File: config.mk
export PLATFORM = sky130hd
export DESIGN_NAME = apb3_pixel_fifo_flat
export DESIGN_NICKNAME = d
export VERILOG_FILES = /design/src/rtl/apb3_pixel_fifo_if.sv /design/src/rtl/apb3_pixel_fifo.sv /design/src/flat_wrapper.sv
export SDC_FILE = /design/constraint.sdc
export NUM_CORES = 1
export LEC_CHECK = 0
export BUFFER_PORTS_ARGS = -buffer_cell sky130_fd_sc_hd__buf_2
export CAP_MARGIN = 20
export CORE_UTILIZATION = 58
export CTS_CLUSTER_SIZE = 20
export DETAILED_ROUTE_END_ITERATION = 16
export PLACE_DENSITY_LB_ADDON = 0.3
export SYNTH_ARGS = -nofsm -noshare
export SYNTH_HDL_FRONTEND = slang
export SYNTH_SLANG_ARGS = --single-unit
File: constraint.sdc
create_clock -name PCLK -period 3.93 [get_ports PCLK]
set_input_delay 0 -clock PCLK [delete_from_list [all_inputs] [get_ports PCLK]]
set_output_delay 0 -clock PCLK [all_outputs]
set_load 0.02 [all_outputs]
File: src/rtl/apb3_pixel_fifo_if.sv
// APB3 slave-slot bus bundle for the pixel FIFO.
// The interconnect side (master) drives the request; the FIFO (slave) answers.
interface apb3_pixel_fifo_if;
  logic        PSEL;
  logic        PENABLE;
  logic        PWRITE;
  logic [7:0]  PADDR;
  logic [31:0] PWDATA;
  logic [31:0] PRDATA;
  logic        PREADY;
  logic        PSLVERR;

  // valid/ready: a transfer completes on the PCLK edge where PSEL & PENABLE & PREADY are all high.
  modport master (output PSEL, PENABLE, PWRITE, PADDR, PWDATA,
                  input  PRDATA, PREADY, PSLVERR);
  modport slave  (input  PSEL, PENABLE, PWRITE, PADDR, PWDATA,
                  output PRDATA, PREADY, PSLVERR);
endinterface

File: src/rtl/apb3_pixel_fifo.sv
// APB3 slave that captures a non-stallable pixel stream into a FIFO drained
// by reading DATA, with a level IRQ on fill threshold or overflow.
module apb3_pixel_fifo #(
  parameter int PIX_WIDTH  = 8,
  parameter int DEPTH_LOG2 = 4
) (
  input  logic                 PCLK,
  input  logic                 PRESETN,
  apb3_pixel_fifo_if.slave     apb,
  input  logic                 PIX_VALID,
  input  logic [PIX_WIDTH-1:0] PIX_DATA,
  input  logic                 PIX_SOF,
  output logic                 IRQ
);

  localparam int DEPTH = 1 << DEPTH_LOG2;
  localparam logic [DEPTH_LOG2:0] FULL_CNT = {1'b1, {DEPTH_LOG2{1'b0}}};

  logic [31:0]           mem [DEPTH];
  logic [DEPTH_LOG2-1:0] wr_ptr, rd_ptr;
  logic [DEPTH_LOG2:0]   count, count_next;
  logic [DEPTH_LOG2:0]   thresh, thresh_next;
  logic                  overflow, overflow_next;
  logic                  enable, enable_next;
  logic                  irq_en, irq_en_next;
  logic                  irq_next;

  logic        access, rd_access, wr_access;
  logic [2:0]  reg_sel;
  logic        empty, full;
  logic        pop, push, push_req, flush;
  logic [31:0] entry;
  logic [31:0] status_word;
  logic [31:0] rd_mux;
  logic        rd_err;

  assign access    = apb.PSEL & apb.PENABLE;
  assign rd_access = access & ~apb.PWRITE;
  assign wr_access = access & apb.PWRITE;
  assign reg_sel   = apb.PADDR[4:2];

  assign empty = (count == '0);
  assign full  = (count == FULL_CNT);

  assign flush    = wr_access & (reg_sel == 3'd2) & apb.PWDATA[1];
  assign pop      = rd_access & (reg_sel == 3'd0) & ~empty & ~flush;
  assign push_req = PIX_VALID & enable;
  // A pop on the same edge frees the slot, so a full FIFO can still accept.
  assign push     = push_req & (~full | pop) & ~flush;
  assign entry    = {PIX_SOF, 7'b0, 24'(PIX_DATA)};

  always_comb begin
    count_next = count;
    if (flush) begin
      count_next = '0;
    end else if (push & ~pop) begin
      count_next = count + 1'b1;
    end else if (pop & ~push) begin
      count_next = count - 1'b1;
    end
  end

  always_comb begin
    overflow_next = overflow;
    if (wr_access && reg_sel == 3'd1 && apb.PWDATA[2]) overflow_next = 1'b0;
    // A dropped pixel in the same cycle as a clear still leaves the flag set.
    if (push_req && full && !pop) overflow_next = 1'b1;
  end

  always_comb begin
    enable_next = enable;
    irq_en_next = irq_en;
    thresh_next = thresh;
    if (wr_access && reg_sel == 3'd2) begin
      enable_next = apb.PWDATA[0];
      irq_en_next = apb.PWDATA[2];
    end
    if (wr_access && reg_sel == 3'd3) thresh_next = apb.PWDATA[DEPTH_LOG2:0];
  end

  assign irq_next = irq_en_next &
                    (((thresh_next != '0) && (count_next >= thresh_next)) | overflow_next);

  always_ff @(posedge PCLK or negedge PRESETN) begin
    if (!PRESETN) begin
      wr_ptr   <= '0;
      rd_ptr   <= '0;
      count    <= '0;
      overflow <= 1'b0;
      enable   <= 1'b0;
      irq_en   <= 1'b0;
      thresh   <= '0;
      IRQ      <= 1'b0;
    end else begin
      if (flush) begin
        wr_ptr <= '0;
        rd_ptr <= '0;
      end else begin
        if (push) wr_ptr <= wr_ptr + 1'b1;
        if (pop)  rd_ptr <= rd_ptr + 1'b1;
      end
      count    <= count_next;
      overflow <= overflow_next;
      enable   <= enable_next;
      irq_en   <= irq_en_next;
      thresh   <= thresh_next;
      IRQ      <= irq_next;
    end
  end

  // Storage carries no reset; only pointer/count state defines validity.
  always_ff @(posedge PCLK) begin
    if (push) mem[wr_ptr] <= entry;
  end

  always_comb begin
    status_word = '0;
    status_word[0] = empty;
    status_word[1] = full;
    status_word[2] = overflow;
    status_word[8+DEPTH_LOG2:8] = count;
  end

  always_comb begin
    rd_mux = '0;
    rd_err = 1'b0;
    case (reg_sel)
      3'd0: begin
        if (apb.PWRITE) begin
          rd_err = 1'b1;
        end else if (empty) begin
          rd_err = 1'b1;
        end else begin
          rd_mux = mem[rd_ptr];
        end
      end
      3'd1:    rd_mux = status_word;
      3'd2:    rd_mux = {29'b0, irq_en, 1'b0, enable};
      3'd3:    rd_mux = {{(31-DEPTH_LOG2){1'b0}}, thresh};
      default: rd_mux = '0;
    endcase
  end

  // Reset forces a clean, error-free completion of any access in flight.
  assign apb.PRDATA  = (rd_access & PRESETN) ? rd_mux : 32'h0;
  assign apb.PSLVERR = access & PRESETN & rd_err;
  assign apb.PREADY  = 1'b1;

endmodule

File: src/flat_wrapper.sv
// flat-port wrapper written by rule: the top's interface ports become plain ports
module apb3_pixel_fifo_flat 
#(
  parameter int PIX_WIDTH  = 8,
  parameter int DEPTH_LOG2 = 4
)
  (PCLK, PRESETN, PIX_VALID, PIX_DATA, PIX_SOF, IRQ, apb_PSEL, apb_PENABLE, apb_PWRITE, apb_PADDR, apb_PWDATA, apb_PRDATA, apb_PREADY, apb_PSLVERR);
  apb3_pixel_fifo_if apb_i ();
  input  logic PCLK;
  input  logic PRESETN;
  input  logic PIX_VALID;
  input  logic [PIX_WIDTH-1:0] PIX_DATA;
  input  logic PIX_SOF;
  output logic IRQ;
  input wire logic [$bits(apb_i.PSEL)-1:0] apb_PSEL;
  input wire logic [$bits(apb_i.PENABLE)-1:0] apb_PENABLE;
  input wire logic [$bits(apb_i.PWRITE)-1:0] apb_PWRITE;
  input wire logic [$bits(apb_i.PADDR)-1:0] apb_PADDR;
  input wire logic [$bits(apb_i.PWDATA)-1:0] apb_PWDATA;
  output wire logic [$bits(apb_i.PRDATA)-1:0] apb_PRDATA;
  output wire logic [$bits(apb_i.PREADY)-1:0] apb_PREADY;
  output wire logic [$bits(apb_i.PSLVERR)-1:0] apb_PSLVERR;
  assign apb_i.PSEL = apb_PSEL;
  assign apb_i.PENABLE = apb_PENABLE;
  assign apb_i.PWRITE = apb_PWRITE;
  assign apb_i.PADDR = apb_PADDR;
  assign apb_i.PWDATA = apb_PWDATA;
  assign apb_PRDATA = apb_i.PRDATA;
  assign apb_PREADY = apb_i.PREADY;
  assign apb_PSLVERR = apb_i.PSLVERR;
  apb3_pixel_fifo #(.PIX_WIDTH(PIX_WIDTH), .DEPTH_LOG2(DEPTH_LOG2)) u_core (.PCLK(PCLK), .PRESETN(PRESETN), .apb(apb_i), .PIX_VALID(PIX_VALID), .PIX_DATA(PIX_DATA), .PIX_SOF(PIX_SOF), .IRQ(IRQ));
endmodule
==> flow_metrics.py <==
metrics = {
    "sta": {
        "setup_ws_ns": 0.547,
        "fmaxAchievable_mhz": 296,
        "layout_min_cycle_time_ns": 3.38,
        "drv_slew": 0,
        "rsz0062_at_grt": "no",
        "setup_violations": 0,
        "tightest_slew_ns": 0.907,
        "hold-worst-slack_ns": 0.0314,
        "setup-tns-final_ns": 0,
        "fin_crit_sh": 0.861,
        "clock_skew_ns": 0.00683,
        "slew_headroom": 0.391,
        "hold_viol": 0,
    },
    "placed_design": {
        "io_buffers": 38,
        "finalWeightedCongestion": 0.845,
        "dpl_worst_slack_ns": 0.587,
        "dp_hpwl_um": 8920,
        "place_inst": 638,
    },
    "flow_run": {
        "maxCapViolCount": 0,
    },
    "die": {
        "fp.dieW_um": 114,
        "initial_core_util": 0.602,
        "core_area_mm2": 0.0121,
        "rows": 40,
        "dieHeight_um": 114,
        "ios": 90,
        "fp.dieArea_mm2": 0.0130,
    },
    "routing": {
        "viasPerCell": 5.84,
        "wl_per_cell_um": 20.7,
        "vias": 3999,
        "drt_pass1_iterations": 5,
        "first_iter_violations": 341,
        "drc": 0,
        "antenna_left": 0,
        "wl_um": 14200,
    },
    "worst_setup_path": {
        "max_stage_delay_ns": 0.50,
        "cp.arrival_ns": 3.69,
        "worst-path-stages": 14,
        "r2r_cells": 14,
        "cpLargestDelayFamily": "compound AO/OA/AOI/OAI gates",
        "critPathKind": "flip-flop to flip-flop",
        "path_max_fanout": 5,
        "required_ns": 4.24,
        "crit_path_end_kind": "flip-flop",
        "critPathBufInv": 2,
        "start_kind": "flip-flop",
        "crit_path_cell_trace": "inv_1, ha_1, nor4b_2, o41ai_1, buf_4, o21ai_0, xnor2_1, nand2_1, ha_1, nand2b_1, a211oi_1, o21ai_0, o311a_1, o21a_1",
        "crit_path_top_delay_cell": "nor4b_2",
    },
    "logic_synthesis": {
        "synth.distinct_cells": 47,
        "synth_largest_area_cell": "edfxtp_1",
        "async_reset_ff_frac": 0.133,
        "yosys_warnings": 0,
        "synth_edf_count": 144,
        "synth-seq-area-share": 0.669,
        "synth_area_leaders": "edfxtp_1, mux4_2, dfrtp_1",
        "syn_inst": 440,
        "synth_area_mm2": 0.00729,
        "synth.avg_cell_area_um2": 16.6,
        "synthFlopType": "edfxtp_1",
        "ys_ff_latch": 166,
        "synth_top_area_share": 0.593,
    },
    "layout": {
        "final_nets": 572,
        "final_cells": 685,
        "drive_above_1_share": 0.251,
        "regArea_mm2": 0.00488,
        "fillCellCount": 808,
        "area.growth.synth_to_final_pct": 14.5,
        "multi_input_area_mm2": 0.00222,
        "antenna_cells": 0,
    },
    "global_route": {
        "grt_max_degree": 40,
        "globalRouteTotalUtil": 0.239,
        "grt_pass1_vias": 4121,
        "antenna_found_initial": 0,
        "gr-total-overflow": 0,
        "grt_pass1_wl_um": 22200,
    },
    "cts": {
        "numCtsBuffers": 17,
        "clkTransAtPathRegs_ns": 0.06,
        "cts_resized": 0,
        "clk_path_buf_depth": 2,
        "insertion_delay_ns": 0.42,
        "cts.sinks": 166,
        "tritoncts": "yes",
        "cts-root-buf": "clkbuf_16",
        "h-tree-depth": 4,
    },
    "hold_path": {
        "holdPathStages": 4,
        "hp-class": "primary input to flip-flop",
    },
    "power_and_ir_drop": {
        "power_frac_comb": 0.227,
        "ir_worst_vdd_v": 0.000378,
        "intPower_uw": 3440,
        "power.density_mw_per_mm2": 572,
        "power_frac_clock": 0.317,
        "p_leak_uw": 0.00290,
        "switching_share": 0.279,
        "power_switching_uw": 1340,
        "seqPwrFrac": 0.456,
    },
    "outcome": {
        "status": "completed",
    },
}
## cells in the final DEF (no fill, tap or decap), types with 5 or more instances in the layout
cell,synthesis,final
o21ai_0,14,14
buf_2,6,38
a211oi_1,11,11
nor2b_1,7,7
and2_1,11,11
inv_1,15,15
edfxtp_1,144,144
a21oi_1,5,5
clkbuf_16,0,17
conb_1,2,19
mux2i_1,16,16
nand2_1,19,19
dfrtp_1,22,21
ha_1,13,13
nand3_1,6,6
mux2_2,6,6
xnor2_1,6,6
buf_4,19,11
nor2_1,21,21
dlygate4sd3_1,0,15
mux4_2,36,36
## power by group through the flow
| stage | combinational, uW | sequential (uW) | clock, uW |
|---|---|---|---|
| 5_1_grt | 1190 | 2200 | 1610 |
| 6_report | 1080 | 2180 | 1520 |
| 2_1_floorplan | 878 | 2130 | 0 |
| 3_5_place_dp | 1080 | 2220 | 0 |
| 3_3_place_gp | 1050 | 2210 | 0 |
| 4_1_cts | 1100 | 2180 | 1540 |
## tightest hold or removal path, cell delays in order
cell	delay, ns
buf_2	0.15
nand2_1	0.07
o31ai_1	0.05
o21ai_0	0.12
## cell type report
| cell class | count | share of cell area |
|---|---|---|
| Clock inverter | 13 | 0.0127 |
| Tap cell | 168 | 0.0252 |
| Inverter | 15 | 0.00675 |
| Timing Repair Buffer | 65 | 0.0531 |
| Multi-Input combinational cell | 239 | 0.266 |
| Sequential cell | 166 | 0.584 |
| Clock buffer | 19 | 0.0519 |
## layer usage
metal,vias up,wire length (um),global-route usage
met2,141,7470,0.417
met1,2033,5760,0.302
li1,1806,-,-
met4,0,204,0.0892
met3,19,731,0.0413
met5,-,0,0
## state kept, by name, indices dropped and copies added, names as in the netlist
signal / cells
u_core.mem: 144
u_core.overflow: 1
u_core.rd_ptr: 4
u_core.enable: 1
u_core.wr_ptr: 4
u_core.thresh: 5
u_core.irq_en: 1
u_core.IRQ: 1
u_core.count: 5
## stage by stage
| step | power [uW] | cell area, um^2 | utilization |
|---|---|---|---|
| after floorplan | 3010 | 7350 | - |
| after detailed placement | 3290 | 7660 | 0.632 |
| final | 4780 | 8350 | 0.689 |
| after global placement | 3260 | 7660 | 0.632 |
| after global routing | 4990 | 8350 | 0.689 |
| after CTS | 4820 | 8350 | 0.689 |
## final timing paths
| path | start | end | slack [ns] |
|---|---|---|---|
| worst min register to register | u_core.irq_en | u_core.irq_en | 0.53 |
| worst max register to register | u_core.count[0] | u_core.IRQ | 0.55 |
| worst min-delay path | apb_PWRITE | u_core.overflow | 0.03 |
| min in group asynchronous | PRESETN | u_core.count[4] | 0.12 |
| max in group asynchronous | PRESETN | u_core.rd_ptr[0] | 3.41 |
| worst max-delay path | u_core.count[0] | u_core.IRQ | 0.55 |
## what timing repair did
item / 4_1_cts / 5_1_grt
buffers inserted: 0 / 0
hold buffers: 15 / 0
hold endpoints to repair: 175 / 0
## Yosys cell counts (all sizes together) (3+ instances only)
library cell,instances
nor4,7
o31ai,3
nor2b,7
ha,13
clkbuf,10
a211oi,11
nor3,3
mux2,6
and3,3
dfrtp,22
edfxtp,144
mux4,36
xor2,3
a211o,3
nand3,6
xnor2,6
o211ai,3
buf,27
nor2,21
mux2i,16
nand2,19
a21oi,5
o21ai,15
and2,11
inv,15
## cell families after synthesis
kind of cell / after synthesis / share of synthesized area
mux: 58 / 0.142
flops: 166 / 0.669
other cells: 2 / 0.00103
fa+ha+maj: 13 / 0.0223
simple gates: 93 / 0.0742
compound gates: 47 / 0.0427
buf+inv: 52 / 0.0376
xor+xnor: 9 / 0.0108
(Power assumes the default switching activity.)
